## src/rtl/hpu_pkg.sv

```systemverilog
// Shared widths, word/beat types and half-index constants for the ping-pong
// source buffer.
package hpu_pkg;

  localparam int ADDR_W = 6;
  localparam int DATA_W = 32;

  typedef logic [DATA_W-1:0]   word_t;
  typedef logic [2*DATA_W-1:0] beat_t;

  localparam logic HALF0 = 1'b0;
  localparam logic HALF1 = 1'b1;

endpackage

```

## src/rtl/src_bank.sv

```systemverilog
// One buffer half: even/odd word arrays written as a 64-bit pair and read as a
// single 32-bit word through a registered port.
module src_bank
  import hpu_pkg::*;
(
  input  logic              clk,
  input  logic              rst_n,
  input  logic              we_i,
  input  logic [ADDR_W-2:0] waddr_i,
  input  beat_t             wdata_i,
  input  logic              re_i,
  input  logic [ADDR_W-1:0] raddr_i,
  output word_t             rdata_o
);

  localparam int DEPTH = 2 ** (ADDR_W - 1);

  word_t even_q [DEPTH];
  word_t odd_q  [DEPTH];
  word_t rdata_q;

  // Storage is deliberately unreset; stale words are visible until rewritten.
  always_ff @(posedge clk) begin
    if (we_i) begin
      even_q[waddr_i] <= wdata_i[DATA_W-1:0];
      odd_q[waddr_i]  <= wdata_i[2*DATA_W-1:DATA_W];
    end
  end

  always_ff @(posedge clk or negedge rst_n) begin
    if (!rst_n) begin
      rdata_q <= '0;
    end else if (re_i) begin
      rdata_q <= raddr_i[0] ? odd_q[raddr_i[ADDR_W-1:1]]
                            : even_q[raddr_i[ADDR_W-1:1]];
    end
  end

  assign rdata_o = rdata_q;

endmodule

```

## src/rtl/src_buf.sv

```systemverilog
// Ping-pong input buffer: DMA stream fills one half while cores read the other.
// Optional sticky overflow/underflow flags are built when SRC_BUF_ERR_EN is defined.
module src_buf
  import hpu_pkg::*;
(
  input  logic              clk,
  input  logic              rst_n,
  input  logic              stream_v,
  input  logic [ADDR_W-2:0] stream_a,
  input  beat_t             stream_d,
  input  logic              stream_last,
  output logic              stream_ready,
  output logic              rd_avail,
  input  logic              rd_en,
  input  logic [ADDR_W-1:0] rd_addr,
  output word_t             rd_data,
  output logic              rd_valid,
  input  logic              rd_done,
  output logic              p,
  output logic [1:0]        err
);

  logic [1:0] full_q, full_d;
  logic       wp_q, wp_d;
  logic       rp_q, rp_d;
  logic       rd_valid_q;
  logic       sel_q;
  logic       wr_fire, last_fire, rd_fire, rel_fire;
  word_t      rdata0, rdata1;

  assign stream_ready = ~full_q[wp_q];
  assign rd_avail     = full_q[rp_q];

  assign wr_fire   = stream_v & stream_ready;
  assign last_fire = wr_fire & stream_last;
  assign rd_fire   = rd_en & rd_avail;
  assign rel_fire  = rd_done & rd_avail;

  // Set and clear never target the same half: a half being filled is not full.
  always_comb begin
    full_d = full_q;
    wp_d   = wp_q;
    rp_d   = rp_q;
    if (rel_fire) begin
      full_d[rp_q] = 1'b0;
      rp_d         = ~rp_q;
    end
    if (last_fire) begin
      full_d[wp_q] = 1'b1;
      wp_d         = ~wp_q;
    end
  end

  always_ff @(posedge clk or negedge rst_n) begin
    if (!rst_n) begin
      full_q     <= 2'b00;
      wp_q       <= HALF0;
      rp_q       <= HALF0;
      rd_valid_q <= 1'b0;
      sel_q      <= HALF0;
    end else begin
      full_q     <= full_d;
      wp_q       <= wp_d;
      rp_q       <= rp_d;
      rd_valid_q <= rd_fire;
      if (rd_fire) sel_q <= rp_q;
    end
  end

  src_bank u_bank0 (
    .clk     (clk),
    .rst_n   (rst_n),
    .we_i    (wr_fire & (wp_q == HALF0)),
    .waddr_i (stream_a),
    .wdata_i (stream_d),
    .re_i    (rd_fire & (rp_q == HALF0)),
    .raddr_i (rd_addr),
    .rdata_o (rdata0)
  );

  src_bank u_bank1 (
    .clk     (clk),
    .rst_n   (rst_n),
    .we_i    (wr_fire & (wp_q == HALF1)),
    .waddr_i (stream_a),
    .wdata_i (stream_d),
    .re_i    (rd_fire & (rp_q == HALF1)),
    .raddr_i (rd_addr),
    .rdata_o (rdata1)
  );

  // The read mux follows the half last read, so rd_data holds across a release.
  assign rd_data  = (sel_q == HALF1) ? rdata1 : rdata0;
  assign rd_valid = rd_valid_q;
  assign p        = rp_q;

`ifdef SRC_BUF_ERR_EN
  logic [1:0] err_q;

  always_ff @(posedge clk or negedge rst_n) begin
    if (!rst_n) begin
      err_q <= 2'b00;
    end else begin
      err_q <= err_q | {rd_en & ~rd_avail, stream_v & ~stream_ready};
    end
  end

  assign err = err_q;
`else
  assign err = 2'b00;
`endif

endmodule

```

## config.mk

```make
export PLATFORM = sky130hd
export DESIGN_NAME = src_buf
export DESIGN_NICKNAME = d
export VERILOG_FILES = /design/src/rtl/hpu_pkg.sv /design/src/rtl/src_bank.sv /design/src/rtl/src_buf.sv
export SDC_FILE = /design/constraint.sdc
export NUM_CORES = 2
export LEC_CHECK = 0
export CAP_MARGIN = 30
export CORE_MARGIN = 2
export CORE_UTILIZATION = 55
export DETAILED_ROUTE_END_ITERATION = 8
export GPL_TIMING_DRIVEN = 1
export PLACE_DENSITY = 0.71
export REMOVE_ABC_BUFFERS = 1
export SYNTH_ARGS = -nofsm -noshare
export SYNTH_HDL_FRONTEND = slang
export SYNTH_HIERARCHICAL = 1
export SYNTH_SLANG_ARGS = --single-unit
```

## constraint.sdc

```tcl
create_clock -name clk -period 5.5 [get_ports clk]
set_input_delay 1.1 -clock clk [delete_from_list [all_inputs] [get_ports clk]]
set_output_delay 1.1 -clock clk [all_outputs]
set_load 0.02 [all_outputs]
```

# Yosys cells after proc, flatten, opt, wreduce, memory -nomap -nowiden
# Memory sizes are Yosys's and may differ from the RTL's.
# Index checks and enable logic that the tools add are counted.
[totals]
reg_bits = 70
ram_bits = 4096
in_bits = 81
out_inout_bits = 38
elab_cells = 48
memories = 4
[op_classes]
order_cmp = 4
n_mux = 17
bitwise_logic = 14
reduce_logical = 2
[mem_list]
columns = ["name", "words", "width", "read_ports", "rd_ports_with_merged_regs", "wr", "line_no", "text"]
rows = [
  ["u_bank0.even_q", 32, 32, 1, 0, 1, "src_bank.sv:18", "word_t even_q [DEPTH];"],
  ["u_bank0.odd_q", 32, 32, 1, 0, 1, "src_bank.sv:19", "word_t odd_q [DEPTH];"],
  ["u_bank1.even_q", 32, 32, 1, 0, 1, "src_bank.sv:18", ""],
  ["u_bank1.odd_q", 32, 32, 1, 0, 1, "src_bank.sv:19", ""],
]
[ops]
columns = ["operator", "n"]
rows = [
  ["32-bit two-way mux", 3],
  ["1-bit two-way mux", 10],
  ["1-bit bitwise AND", 8],
  ["1-bit by 2-bit < comparator with 1-bit output (second input constant)", 2],
  ["2-bit two-way mux", 2],
  ["1-bit inverter", 3],
  ["2-bit bitwise AND", 1],
  ["1-bit demux with 1-bit select", 2],
  ["1-bit greater-or-equal comparator (second input constant)", 2],
  ["1-bit logical AND", 2],
  ["2-bit inverter", 1],
  ["2-bit OR", 1],
]

# Logic depth before layout (Yosys ltp)
[logic_depth]
word_depth = 9
mapped_depth = 10
depth_no_buf = 7

# By module
# Netlist, hierarchy kept.
[by_module_without_submodules]
columns = ["module", "n_inst", "cells_each", "area_per_inst_um2", "seq_area_each_um2"]
rows = [
  ["src_bank", 2, 3791, 80044.3, 62299.8],
  ["src_buf", 1, 69, 853.3, 150.1],
]

# Worst setup path after synthesis
# Ideal clock, no wire load.
[synth_path]
path_type = "input to register"
start = "input port stream_v"
end = "memory u_bank1/even_q[12][0] in the netlist's numbering, enable pin"
setup_time_ns = 0.486
t_arrival_ns = 4.749
required_time_ns = 5.014
path_slack_ns = 0.264
cell_stages = 4
path_buffers = 1
path_cell_list = "nor3b_1 > or3b_2 > clkbuf_1 > nor2_1"
[synth_between]
elab_chain_cells = 4
[synth_rtl]
columns = ["item", "line_no", "text"]
rows = [
  ["start: declaration", "src_buf.sv:8", "input logic stream_v,"],
  ["1-bit bitwise AND", "src_buf.sv:34", "assign wr_fire = stream_v & stream_ready;"],
  ["1-bit bitwise AND", "src_buf.sv:84", ".we_i (wr_fire & (wp_q == HALF1)),"],
  ["1-bit two-way mux", "src_bank.sv:24", "if (we_i) begin"],
  ["1-bit two-way mux (implied by the code)", "src_bank.sv:25", "even_q[waddr_i] <= wdata_i[DATA_W-1:0];"],
  ["end: declaration", "src_bank.sv:18", ""],
]
# No other way between the ends.

# Worst setup path in the final report
[layout_path]
start = "register sel_q"
end = "output port rd_data[17]"
[layout_between]
elab_chain_cells = 1
[layout_rtl]
columns = ["item", "line_no", "text"]
rows = [
  ["start: declaration", "src_buf.sv:27", "logic sel_q;"],
  ["start signal: assignment", "src_buf.sv:66", "if (rd_fire) sel_q <= rp_q;"],
  ["32-bit two-way mux", "src_buf.sv:93", "assign rd_data = (sel_q == HALF1) ? rdata1 : rdata0;"],
  ["end: declaration", "src_buf.sv:16", "output word_t rd_data,"],
]
# No other way between the ends.

==> impl_metrics.yaml <==
pwr:
  peakVddDrop_v: 0.0002928
  leakagePower_nw: 58.50
  power_density_nw_per_um2: 369.6
logic_synthesis:
  yosys_warnings: 6
  synth_commonest_cells: "4096 x edfxtp_1, 706 x mux4_2, 515 x mux2i_1, 388 x nor2_1, 315 x mux2_2"
  postSynthCellCount: 7651
  synth_top_area_share_pct: 76.42
  syn_area_per_cell_sq_um: 21.04
  ys_types: 43
  synth-edff-count: 4096
  synthMuxAreaShare_pct: 15.63
  netlist_area_sq_um: 160900
  synth-compound-area-share_pct: 2.937
  yosysTopAreaCell: "edfxtp_1"
  synth_xor_area_share_pct: 0
  yosysMostFrequentCell: "edfxtp_1"
  async_flop_share_pct: 1.680
  yosys.area_share.simple_pct: 2.375
  synthFlopType: "edfxtp_1"
  synth-seq-cells: 4166
  synthAdderAreaFrac_pct: 0
  yosys-top-cells-area: "edfxtp_1 76%, mux4_2 9.9%, mux2i_1 3.2%"
  ys_seq_area_share_pct: 77.51
  synth_top_family_by_area: "multiplexers"
routing:
  via_count: 82150
  wl_per_cell_microns: 34.78
  wl_microns: 429800
  drtIter0Drc: 11220
  drcViolationCount: 0
  drt.antenna.violating_nets: 0
  drtPass1Iterations: 6
  vias_per_cell: 6.646
die:
  die_w_microns: 544.9
  die-area_sq_um: 297000
  fp.dieH_microns: 544.9
  rows: 198
  core_area_sq_um: 291100
  initial_utilization_pct: 55.29
  io_pins: 119
timing:
  finalMaxSlewViolations: 0
  worstMarginPinSlew_ns: 1.081
  rsz0062_at_grt: "false"
  fin_crit_sh_pct: 80.22
  relSlewSlack_pct: 27.78
  whs_ns: 0.1522
  fin_skew_ns: 0.05643
  hold_viol: 0
  setup_tns_ns: 0
  max_freq_mhz: 226.6
  worst_slack_ns: 1.088
  fin_crit_ns: 4.412
  setup_violations: 0
clock_tree:
  cts.sink_count: 4166
  htree_levels: 5
  clock-root-buffer: "clkbuf_16"
  ctsResizeCount: 0
  numCtsBuffers: 406
  clkTransAtPathRegs_ns: 0.06
  cts_tree: "yes"
  cts_hold_buf: 0
  cts_buffer_depth: 4
  insertion_delay_ns: 0.98
  postCtsSetupRepairBufs: 0
grt:
  grt_max_degree: 114
  grt_usage_pct: 28.99
  grt_pass1_vias: 81190
  grt-ovfl-total: 0
  antenna_found_initial: 27
  grt_pass1_wl_microns: 604100
placement:
  dpl.hpwl_microns: 240800
  dpl_cell_area_sq_um: 168600
  finalWeightedCongestion: 0.8737
  dpl_worst_slack_ns: 0.4730
  port_buffers: 116
flow_run:
  drv_cap: 0
setup_path:
  reg2reg_depth: 4
  cp_max_fo: 34
  timing.rr.start: "full_q[0]$_DFF_PN0_"
  r2r_end: "u_bank0/even_q[11][2]$_DFFE_PP_"
  critPathTopFamily: "flip-flops"
  arrival_ns: 3.31
  critPathKind: "flop to output pin"
  end_kind: "output pin"
  crit_buf_inv: 1
  slowest_stage: "dfrtp_4"
  cp_cell_sequence: "mux2_2 -> clkdlybuf4s50_1"
  slowest_delay_ns: 1.13
  cp_data_required_time_ns: 4.40
  critPathLaunchType: "flop"
  crit_cells: 2
  r2r_slack_ns: 1.46
final_layout:
  area_growth_pct: 13.00
  drive_above_1_share_pct: 25.60
  fin_util_pct: 62.48
  fin_area_sq_um: 181900
  fin_nets: 8191
hold_path:
  hold_path.class: "input port to asynchronous set/reset pin"
outcome:
  outcome: "complete, no violations"
-- routing by layer --
| layer | vias up | global-route usage, % | share of wire, % |
|---|---|---|---|
| met5 | - | 0 | 0.0095 |
| met4 | 6 | 13.95 | 5.4 |
| met3 | 881 | 5.457 | 10 |
| met2 | 4942 | 45.85 | 48 |
| met1 | 43620 | 39.27 | 37 |
| li1 | 32700 | - | - |
-- power by group --
group / leakage, nW / internal [W] / switching (W)
Clock: 6.38 / 0.0157 / 0.0118
Combinational: 14.3 / 0.00151 / 0.00272
Sequential: 37.8 / 0.0352 / 0.000366
Total: 58.5 / 0.0524 / 0.0148
-- area by class of cell --
class                   instances  area (sq um)
multi-input cells            3053         34300
flip-flops and latches       4166        124800
fillers                     19230        109200
clock buffers                 553         10990
clock inverters               191          2158
well taps                    3900          4880
diodes                         14         35.03
inverters                       2         7.507
repair buffers                481          4748
-- per-stage QoR --
| stage | std cells | total power (W) |
|---|---|---|
| finish | 12360 | 0.06723 |
| CTS | 12340 | 0.06745 |
| global placement | 11590 | 0.04032 |
| floorplan | 7221 | 0.03781 |
| detailed placement | 11600 | 0.04041 |
| global route | 12350 | 0.06890 |
-- logic make-up (layout without fill, tap and decap cells) --
kind of cell	count (synthesis)	after routing
AOI/OAI and AO/OA	709	709
DFF	4166	4166
other	1	16
and+or+nand+nor	769	769
muxes	1573	1573
buffers and inverters	433	1227
-- worst max-delay path by stage --
stage,from,end,slack [ns]
after global placement,stream_v,u_bank0/odd_q[11][2]$_DFFE_PP_,0.65
after CTS,sel_q$_DFFE_PN0P_,rd_data[17],1.07
final,sel_q$_DFFE_PN0P_,rd_data[17],1.09
after detailed placement,stream_v,u_bank0/odd_q[11][19]$_DFFE_PP_,0.47
after floorplan,stream_v,u_bank0/even_q[12][0]$_DFFE_PP_,0.34
after global routing,sel_q$_DFFE_PN0P_,rd_data[17],1.03
-- layout by cell type, fill, tap and decap left out, types with 8 or more instances in the layout --
cell	n
nand3b_1	13
buf_2	64
nor4_1	62
nor2b_1	176
o22ai_1	130
nor2_1	322
clkdlybuf4s50_1	47
clkinv_1	57
mux2_4	37
mux2i_1	515
and2b_1	12
a211oi_2	8
o32ai_1	61
nand3_1	69
nor2_4	66
diode_2	14
a21oi_1	258
clkbuf_8	21
buf_4	275
clkinvlp_4	8
buf_12	89
mux2_2	315
clkbuf_16	409
edfxtp_1	4096
clkbuf_1	123
a211oi_1	178
dfrtp_1	69
clkinv_16	11
mux4_2	706
bufinv_16	34
clkinv_2	64
o221ai_1	64
-- sequential cells by signal, summed over array words and instances, names as in the netlist --
signal	flops
full_q	2
u_bank1/even_q	1024
u_bank1/rdata_o	32
rd_valid	1
u_bank0/rdata_o	32
wp_q	1
u_bank0/even_q	1024
u_bank0/odd_q	1024
u_bank1/odd_q	1024
p	1
sel_q	1
Note: power is estimated with default switching activity, not from simulation.
